`config.mk`:
```
export PLATFORM = sky130hd
export DESIGN_NAME = bmp_capture_ctrl_flat
export DESIGN_NICKNAME = d
export VERILOG_FILES = /design/src/rtl/bmp_pkg.sv /design/src/rtl/bmp_capture_ctrl_if.sv /design/src/rtl/bmp_addr_gen.sv /design/src/rtl/bmp_capture_ctrl.sv /design/src/flat_wrapper.sv
export SDC_FILE = /design/constraint.sdc
export NUM_CORES = 1
export LEC_CHECK = 0
export CAP_MARGIN = 20
export CORE_MARGIN = 10
export CORE_UTILIZATION = 47
export CTS_CLUSTER_DIAMETER = 40
export DETAILED_ROUTE_END_ITERATION = 10
export GPL_TIMING_DRIVEN = 0
export PLACE_DENSITY = 0.79
export SYNTH_ARGS = -nofsm -noshare
export SYNTH_HDL_FRONTEND = slang
export SYNTH_SLANG_ARGS = --single-unit
```
`constraint.sdc`:
```
create_clock -name i_clk -period 2.1 [get_ports i_clk]
set_input_delay 0.42 -clock i_clk [delete_from_list [all_inputs] [get_ports i_clk]]
set_output_delay 0.42 -clock i_clk [all_outputs]
set_load 0.01 [all_outputs]
```
`src/rtl/bmp_pkg.sv`:
```
// Shared definitions for the BMP frame-capture path: FSM encodings, header
// geometry and stride/file-size helpers used by RTL and bench alike.
package bmp_pkg;

  localparam int unsigned BMP_HDR_BYTES     = 54;
  localparam int unsigned BMP_BYTES_PER_PIX = 3;

  typedef logic [1:0] bmp_state_t;

  localparam bmp_state_t StIdle    = 2'd0;
  localparam bmp_state_t StArmed   = 2'd1;
  localparam bmp_state_t StCapture = 2'd2;
  localparam bmp_state_t StDone    = 2'd3;

  // BMP rows are padded up to a multiple of 4 bytes.
  function automatic int unsigned bmp_stride(input int unsigned hres);
    return ((hres * BMP_BYTES_PER_PIX + 3) / 4) * 4;
  endfunction

  function automatic int unsigned bmp_file_size(input int unsigned hres,
                                                input int unsigned vres);
    return BMP_HDR_BYTES + vres * bmp_stride(hres);
  endfunction

endpackage

```
`src/rtl/bmp_capture_ctrl_if.sv`:
```
// Video-in / image-buffer-write bundle between a pixel source, the capture
// controller and the frame-buffer memory.
interface bmp_capture_ctrl_if #(
  parameter int unsigned ADDR_W = 18
);
  logic              vsync;
  logic              hsync;
  logic              de;
  logic [23:0]       data;
  logic              wr_en;
  logic [ADDR_W-1:0] wr_addr;
  logic [23:0]       wr_data;

  modport master (
    output vsync, hsync, de, data,
    input  wr_en, wr_addr, wr_data
  );

  modport slave (
    input  vsync, hsync, de, data,
    output wr_en, wr_addr, wr_data
  );
endinterface

```
`src/rtl/bmp_addr_gen.sv`:
```
// Bottom-up BMP address generator: tracks row base, pixel address and x/y
// counters using only add/subtract steps.
module bmp_addr_gen
  import bmp_pkg::*;
#(
  parameter int unsigned HRES      = 320,
  parameter int unsigned VRES      = 240,
  parameter int unsigned HDR_BYTES = BMP_HDR_BYTES,
  parameter int unsigned ADDR_W    = 18
) (
  input  logic                         clk_i,
  input  logic                         rst_i,
  input  logic                         load_i,
  input  logic                         next_pix_i,
  input  logic                         next_row_i,
  output logic [ADDR_W-1:0]            pix_addr_o,
  output logic [$clog2(HRES+1)-1:0]    x_o,
  output logic [$clog2(VRES+1)-1:0]    y_o
);

  localparam int unsigned XW     = $clog2(HRES + 1);
  localparam int unsigned YW     = $clog2(VRES + 1);
  localparam int unsigned STRIDE = bmp_stride(HRES);

  // The first line received is the top of the image, stored last in the file.
  localparam logic [ADDR_W-1:0] TopBase = ADDR_W'(HDR_BYTES + (VRES - 1) * STRIDE);
  localparam logic [ADDR_W-1:0] StrideA = ADDR_W'(STRIDE);
  localparam logic [ADDR_W-1:0] PixStep = ADDR_W'(BMP_BYTES_PER_PIX);

  logic [ADDR_W-1:0] row_base_q, row_base_d;
  logic [ADDR_W-1:0] pix_addr_q, pix_addr_d;
  logic [XW-1:0]     x_q, x_d;
  logic [YW-1:0]     y_q, y_d;

  always_comb begin
    row_base_d = row_base_q;
    pix_addr_d = pix_addr_q;
    x_d        = x_q;
    y_d        = y_q;
    if (load_i) begin
      row_base_d = TopBase;
      pix_addr_d = TopBase;
      x_d        = '0;
      y_d        = '0;
    end else if (next_row_i) begin
      row_base_d = row_base_q - StrideA;
      pix_addr_d = row_base_q - StrideA;
      x_d        = '0;
      y_d        = y_q + YW'(1);
    end else if (next_pix_i) begin
      pix_addr_d = pix_addr_q + PixStep;
      x_d        = x_q + XW'(1);
    end
  end

  always_ff @(posedge clk_i) begin
    if (rst_i) begin
      row_base_q <= '0;
      pix_addr_q <= '0;
      x_q        <= '0;
      y_q        <= '0;
    end else begin
      row_base_q <= row_base_d;
      pix_addr_q <= pix_addr_d;
      x_q        <= x_d;
      y_q        <= y_d;
    end
  end

  assign pix_addr_o = pix_addr_q;
  assign x_o        = x_q;
  assign y_o        = y_q;

endmodule

```
`src/rtl/bmp_capture_ctrl.sv`:
```
// Captures one video frame into a BMP-layout byte buffer: bottom-up rows,
// 4-byte padded stride, pixel array after the file header.
module bmp_capture_ctrl
  import bmp_pkg::*;
#(
  parameter int unsigned HRES      = 320,
  parameter int unsigned VRES      = 240,
  parameter int unsigned HDR_BYTES = BMP_HDR_BYTES,
  parameter int unsigned ADDR_W    = 18
) (
  input  logic               i_clk,
  input  logic               i_rst,
  input  logic               i_arm,
  input  logic               i_abort,
  bmp_capture_ctrl_if.slave  vid,
  output logic               o_busy,
  output logic               o_done,
  output logic               o_err
);

  localparam int unsigned XW = $clog2(HRES + 1);
  localparam int unsigned YW = $clog2(VRES + 1);
  localparam logic [XW-1:0] XMax = XW'(HRES);
  localparam logic [YW-1:0] YMax = YW'(VRES);

  bmp_state_t        state_q, state_d;
  logic              vsync_q, de_q;
  logic              err_q, err_d;
  logic              done_q, done_d;
  logic              wr_en_q, wr_en_d;
  logic [ADDR_W-1:0] wr_addr_q, wr_addr_d;
  logic [23:0]       wr_data_q, wr_data_d;

  logic              vsync_rise, de_fall;
  logic              ag_load, ag_next_pix, ag_next_row;
  logic [ADDR_W-1:0] pix_addr;
  logic [XW-1:0]     x;
  logic [YW-1:0]     y;

  assign vsync_rise = vid.vsync & ~vsync_q;
  assign de_fall    = ~vid.de & de_q;

  bmp_addr_gen #(
    .HRES      (HRES),
    .VRES      (VRES),
    .HDR_BYTES (HDR_BYTES),
    .ADDR_W    (ADDR_W)
  ) u_addr_gen (
    .clk_i      (i_clk),
    .rst_i      (i_rst),
    .load_i     (ag_load),
    .next_pix_i (ag_next_pix),
    .next_row_i (ag_next_row),
    .pix_addr_o (pix_addr),
    .x_o        (x),
    .y_o        (y)
  );

  always_comb begin
    state_d     = state_q;
    err_d       = err_q;
    done_d      = 1'b0;
    wr_en_d     = 1'b0;
    wr_addr_d   = wr_addr_q;
    wr_data_d   = wr_data_q;
    ag_load     = 1'b0;
    ag_next_pix = 1'b0;
    ag_next_row = 1'b0;
    case (state_q)
      StIdle: begin
        if (i_arm) begin
          err_d   = 1'b0;
          state_d = StArmed;
        end
      end
      StArmed: begin
        if (i_abort) begin
          state_d = StIdle;
        end else if (vsync_rise) begin
          state_d = StCapture;
          ag_load = 1'b1;
        end
      end
      StCapture: begin
        if (i_abort) begin
          state_d = StIdle;
        end else if (vsync_rise) begin
          if (y != YMax || vid.de) err_d = 1'b1;
          state_d = StDone;
          done_d  = ~err_d;
        end else begin
          if (vid.de) begin
            // Lines beyond VRES are never written; they only flag the error.
            if (x < XMax && y < YMax) begin
              wr_en_d     = 1'b1;
              wr_addr_d   = pix_addr;
              wr_data_d   = vid.data;
              ag_next_pix = 1'b1;
            end else begin
              err_d = 1'b1;
            end
            if (vid.hsync) err_d = 1'b1;
          end
          if (de_fall) begin
            if (x != XMax) err_d = 1'b1;
            if (y < YMax) begin
              ag_next_row = 1'b1;
            end else begin
              err_d = 1'b1;
            end
          end
        end
      end
      StDone:  state_d = StIdle;
      default: state_d = StIdle;
    endcase
  end

  always_ff @(posedge i_clk) begin
    if (i_rst) begin
      state_q   <= StIdle;
      vsync_q   <= 1'b0;
      de_q      <= 1'b0;
      err_q     <= 1'b0;
      done_q    <= 1'b0;
      wr_en_q   <= 1'b0;
      wr_addr_q <= '0;
      wr_data_q <= '0;
    end else begin
      state_q   <= state_d;
      vsync_q   <= vid.vsync;
      de_q      <= vid.de;
      err_q     <= err_d;
      done_q    <= done_d;
      wr_en_q   <= wr_en_d;
      wr_addr_q <= wr_addr_d;
      wr_data_q <= wr_data_d;
    end
  end

  assign vid.wr_en   = wr_en_q;
  assign vid.wr_addr = wr_addr_q;
  assign vid.wr_data = wr_data_q;
  assign o_busy      = (state_q == StArmed) || (state_q == StCapture);
  assign o_done      = done_q;
  assign o_err       = err_q;

endmodule
```
`src/flat_wrapper.sv`:
```
// flat-port wrapper written by rule: the top's interface ports become plain ports
module bmp_capture_ctrl_flat import bmp_pkg::*;
#(
  parameter int unsigned HRES      = 320,
  parameter int unsigned VRES      = 240,
  parameter int unsigned HDR_BYTES = BMP_HDR_BYTES,
  parameter int unsigned ADDR_W    = 18
)
  (i_clk, i_rst, i_arm, i_abort, o_busy, o_done, o_err, vid_vsync, vid_hsync, vid_de, vid_data, vid_wr_en, vid_wr_addr, vid_wr_data);
  bmp_capture_ctrl_if #(.ADDR_W(ADDR_W)) vid_i ();
  input  logic i_clk;
  input  logic i_rst;
  input  logic i_arm;
  input  logic i_abort;
  output logic o_busy;
  output logic o_done;
  output logic o_err;
  input wire logic [$bits(vid_i.vsync)-1:0] vid_vsync;
  input wire logic [$bits(vid_i.hsync)-1:0] vid_hsync;
  input wire logic [$bits(vid_i.de)-1:0] vid_de;
  input wire logic [$bits(vid_i.data)-1:0] vid_data;
  output wire logic [$bits(vid_i.wr_en)-1:0] vid_wr_en;
  output wire logic [$bits(vid_i.wr_addr)-1:0] vid_wr_addr;
  output wire logic [$bits(vid_i.wr_data)-1:0] vid_wr_data;
  assign vid_i.vsync = vid_vsync;
  assign vid_i.hsync = vid_hsync;
  assign vid_i.de = vid_de;
  assign vid_i.data = vid_data;
  assign vid_wr_en = vid_i.wr_en;
  assign vid_wr_addr = vid_i.wr_addr;
  assign vid_wr_data = vid_i.wr_data;
  bmp_capture_ctrl #(.HRES(HRES), .VRES(VRES), .HDR_BYTES(HDR_BYTES), .ADDR_W(ADDR_W)) u_core (.i_clk(i_clk), .i_rst(i_rst), .i_arm(i_arm), .i_abort(i_abort), .vid(vid_i), .o_busy(o_busy), .o_done(o_done), .o_err(o_err));
endmodule
```
==> flow_summary.ini <==
[power_and_ir_drop]
comb_power_share_pct = 7.1
p_leak_nw = 2.05
p_sw_share_pct = 22.9
power_frac_seq_pct = 52.2
powerDensity_nw_per_um2 = 626
intPower_mw = 2.78
ir_drop_v = 0.000268
switchingPower_uw = 823
p_clk_share_pct = 40.7

[critical_path]
worst_setup_path_end_kind = flop
critical_path_class = flop to flop
critPathLaunchType = flop
critPathRequiredTime_ps = 2390
arrival_ps = 2390
cp_max_fo = 3

[die]
core_area_um2 = 9150
die_x_um = 116
initial_utilization_pct = 47.6
die_h_um = 116
die_area_um2 = 13500
core.rowCount = 35
io_pins = 77

[placed_design]
pre_cts_ws_ps = -787
dp.cells = 728
gp_congestion = 0.914
place_hpwl_um = 8430
portBuffers = 76

[cts]
clock_tree.root_cell = clkbuf_8
clk_pin_slew_ps = 100
cts_tree = built
htree_levels = 3
clock-sinks = 97
clock_latency_ps = 360
clockBufferDepth = 2
cts_hold_buf = 0
cts_made_buffers = 9

[global_routing]
grt_usage_pct = 17.1
use_met2_pct = 29.8
grt_use_met1_pct = 20.7
gr-usage-met3_pct = 2.05
grt_antenna_before_repair = 0
grt_pass1_vias = 3967
grt_overflow_total = 0
grt_max_degree = 17
busiest_layer = met2
grt_pass1_wl_um = 18900

[timing]
slew_viol_final = 0
fmax_mhz = 477
finalSetupViolCount = 0
layout_setup_ws_ps = 3.92
clock_skew_ps = 16.3
min_period_over_period_pct = 99.8
tightestPinTransition_ps = 587
hold_violations = 0
period_minus_slack_ps = 2100
relSlewSlack_pct = 60.6
grt_setup_unrepaired = true

[synthesis]
synth.distinct_cells = 57
postSynthAreaPerCell_um2 = 8.05
syn_nets = 582
syn_area_um2 = 4360
yosysWarnings = 0
syn_inst = 541
yosys_most_used_dff = dfxtp_1
synth-seq-cells = 97
ys_seq_area_share_pct = 44.6
async_flop_share_pct = 0
synth_edf_count = 0

[run_status]
status = finished, final reports clean

[drt]
routed_wl_um = 12100
dr.pass1.iters = 5
drc = 0
wl_per_cell_um = 16.0
vias_per_cell = 5.52
antenna_left = 0
drt_iter0_drc = 296
num_vias = 4166

[final_layout]
drive_above_1_share_pct = 12.1
num_antenna_cells = 0
nets = 680
synthToLayoutAreaGrowth_pct = 32.1
layout.cells.non_filler = 755

[hold_path]
hold_class = flop to flop

[run]
cap_violations = 0
metrics by stage:
step	utilization [%]	setup TNS (ps)	hold slack (ps)	total power, mW	area [um2]
CTS	61.5	0	459	3.60	5630
global placement	57.4	-51210	440	2.14	5260
floorplan	-	0	430	2.04	4360
detailed placement	57.4	-52500	446	2.15	5260
finish	62.9	0	457	3.60	5750
global route	62.9	-41.3	476	3.71	5750
cell usage after synthesis (all sizes together) (2+ instances only):
master,count,area share [%]
dfxtp,97,45
a21o,2,0.34
o221ai,2,0.40
a21oi,67,7.7
and2,2,0.29
a31oi,3,0.43
buf,10,1.1
nor2,47,4.1
xor2,20,4.0
a41o,2,0.46
nand3,15,1.7
o21ai,23,2.6
nand3b,2,0.34
inv,15,1.3
nand4,10,1.8
or3,10,1.6
nor4,4,0.72
and4,2,0.40
a211oi,5,0.98
nor3,10,1.1
and3,4,0.60
nand2b,4,0.57
ha,10,2.9
xnor2,11,2.2
nor2b,6,0.86
or4,4,0.78
nor4b,3,0.60
mux2i,2,0.46
clkbuf,19,1.6
a221oi,2,0.40
nand2,111,9.6
layout by cell type (no fill, tap or decap), drive strengths merged, types with 4 or more instances in the layout:
cell / count
nand3: 15
nor2: 48
nand2b: 4
o21ai: 23
nor3: 10
inv: 16
or4: 4
a211oi: 5
nand4: 10
a21oi: 67
nor2b: 6
xnor2: 11
dfxtp: 97
clkdlybuf4s50: 74
nor4: 4
nand2: 111
ha: 10
or3: 10
clkbuf: 26
xor2: 20
and3: 4
buf: 23
worst paths after layout:
| kind | cells after the start | from | slack [ps] | endpoint |
|---|---|---|---|---|
| min reg2reg | 2 | u_core.vid.wr_data[19] | 460 | u_core.vid.wr_data[19] |
| max | 8 | u_core.u_addr_gen.pix_addr_o[0] | 4 | u_core.u_addr_gen.pix_addr_o[10] |
| max reg2reg | 8 | u_core.u_addr_gen.pix_addr_o[0] | 4 | u_core.u_addr_gen.pix_addr_o[10] |
| min | 2 | u_core.vid.wr_data[19] | 460 | u_core.vid.wr_data[19] |
per-layer routing:
metal	share of wire [%]	up-vias
li1	-	2053
met3	5.2	25
met5	0	-
met4	2.4	0
met2	51	131
met1	42	1957
power groups by stage:
stage | clock, mW | sequential, mW | combinational (mW)
after detailed placement | 0 | 1.92 | 0.229
after global routing | 1.54 | 1.88 | 0.279
after CTS | 1.48 | 1.88 | 0.243
final | 1.47 | 1.88 | 0.255
after floorplan | 0 | 1.92 | 0.125
after global placement | 0 | 1.92 | 0.223
critical path, cell delays in order, from the launching register on:
cell	delay (ps)
dfxtp_4	360
inv_1	40
ha_2	180
nand4b_4	180
buf_4	170
or2_2	300
or4_4	500
xor2_2	160
o21ai_1	140
timing repair:
action                                  in CTS  in global routing
resized for setup                           31                 22
cloned                                       0                  1
endpoints found under the setup margin      89                 80
setup buffers                                5                  8
pin swaps                                    8                  7
sequential cells by signal, summed over array words and instances (netlist names):
register,flops
u_core.vsync_q,1
u_core.o_done,1
u_core.u_addr_gen.pix_addr_o,18
u_core.o_err,1
u_core.u_addr_gen.y_o,8
u_core.u_addr_gen.x_o,9
u_core.state_q,2
u_core.u_addr_gen.row_base_q,13
u_core.vid.wr_addr,18
u_core.vid.wr_data,24
u_core.de_q,1
u_core.vid.wr_en,1
kinds of logic after synthesis:
| logic type | synth area share (%) |
|---|---|
| XOR/XNOR | 6.23 |
| AO/OA/AOI/OAI | 15.7 |
| flip-flops | 44.6 |
| multiplexers | 0.460 |
| AND/OR/NAND/NOR | 26.1 |
| buffers and inverters | 4.02 |
| adder cells (fa/ha/maj) | 2.87 |
cell type report:
class,count,area [um2]
fill,747,3400
multi-input combinational,401,2370
sequential,97,1950
timing repair buffer,89,860
buffer,26,141
tap,111,139
clock buffer,10,128
clock inverter,6,114
inverter,15,56.3
Note: power is estimated with default switching activity, not from simulation.
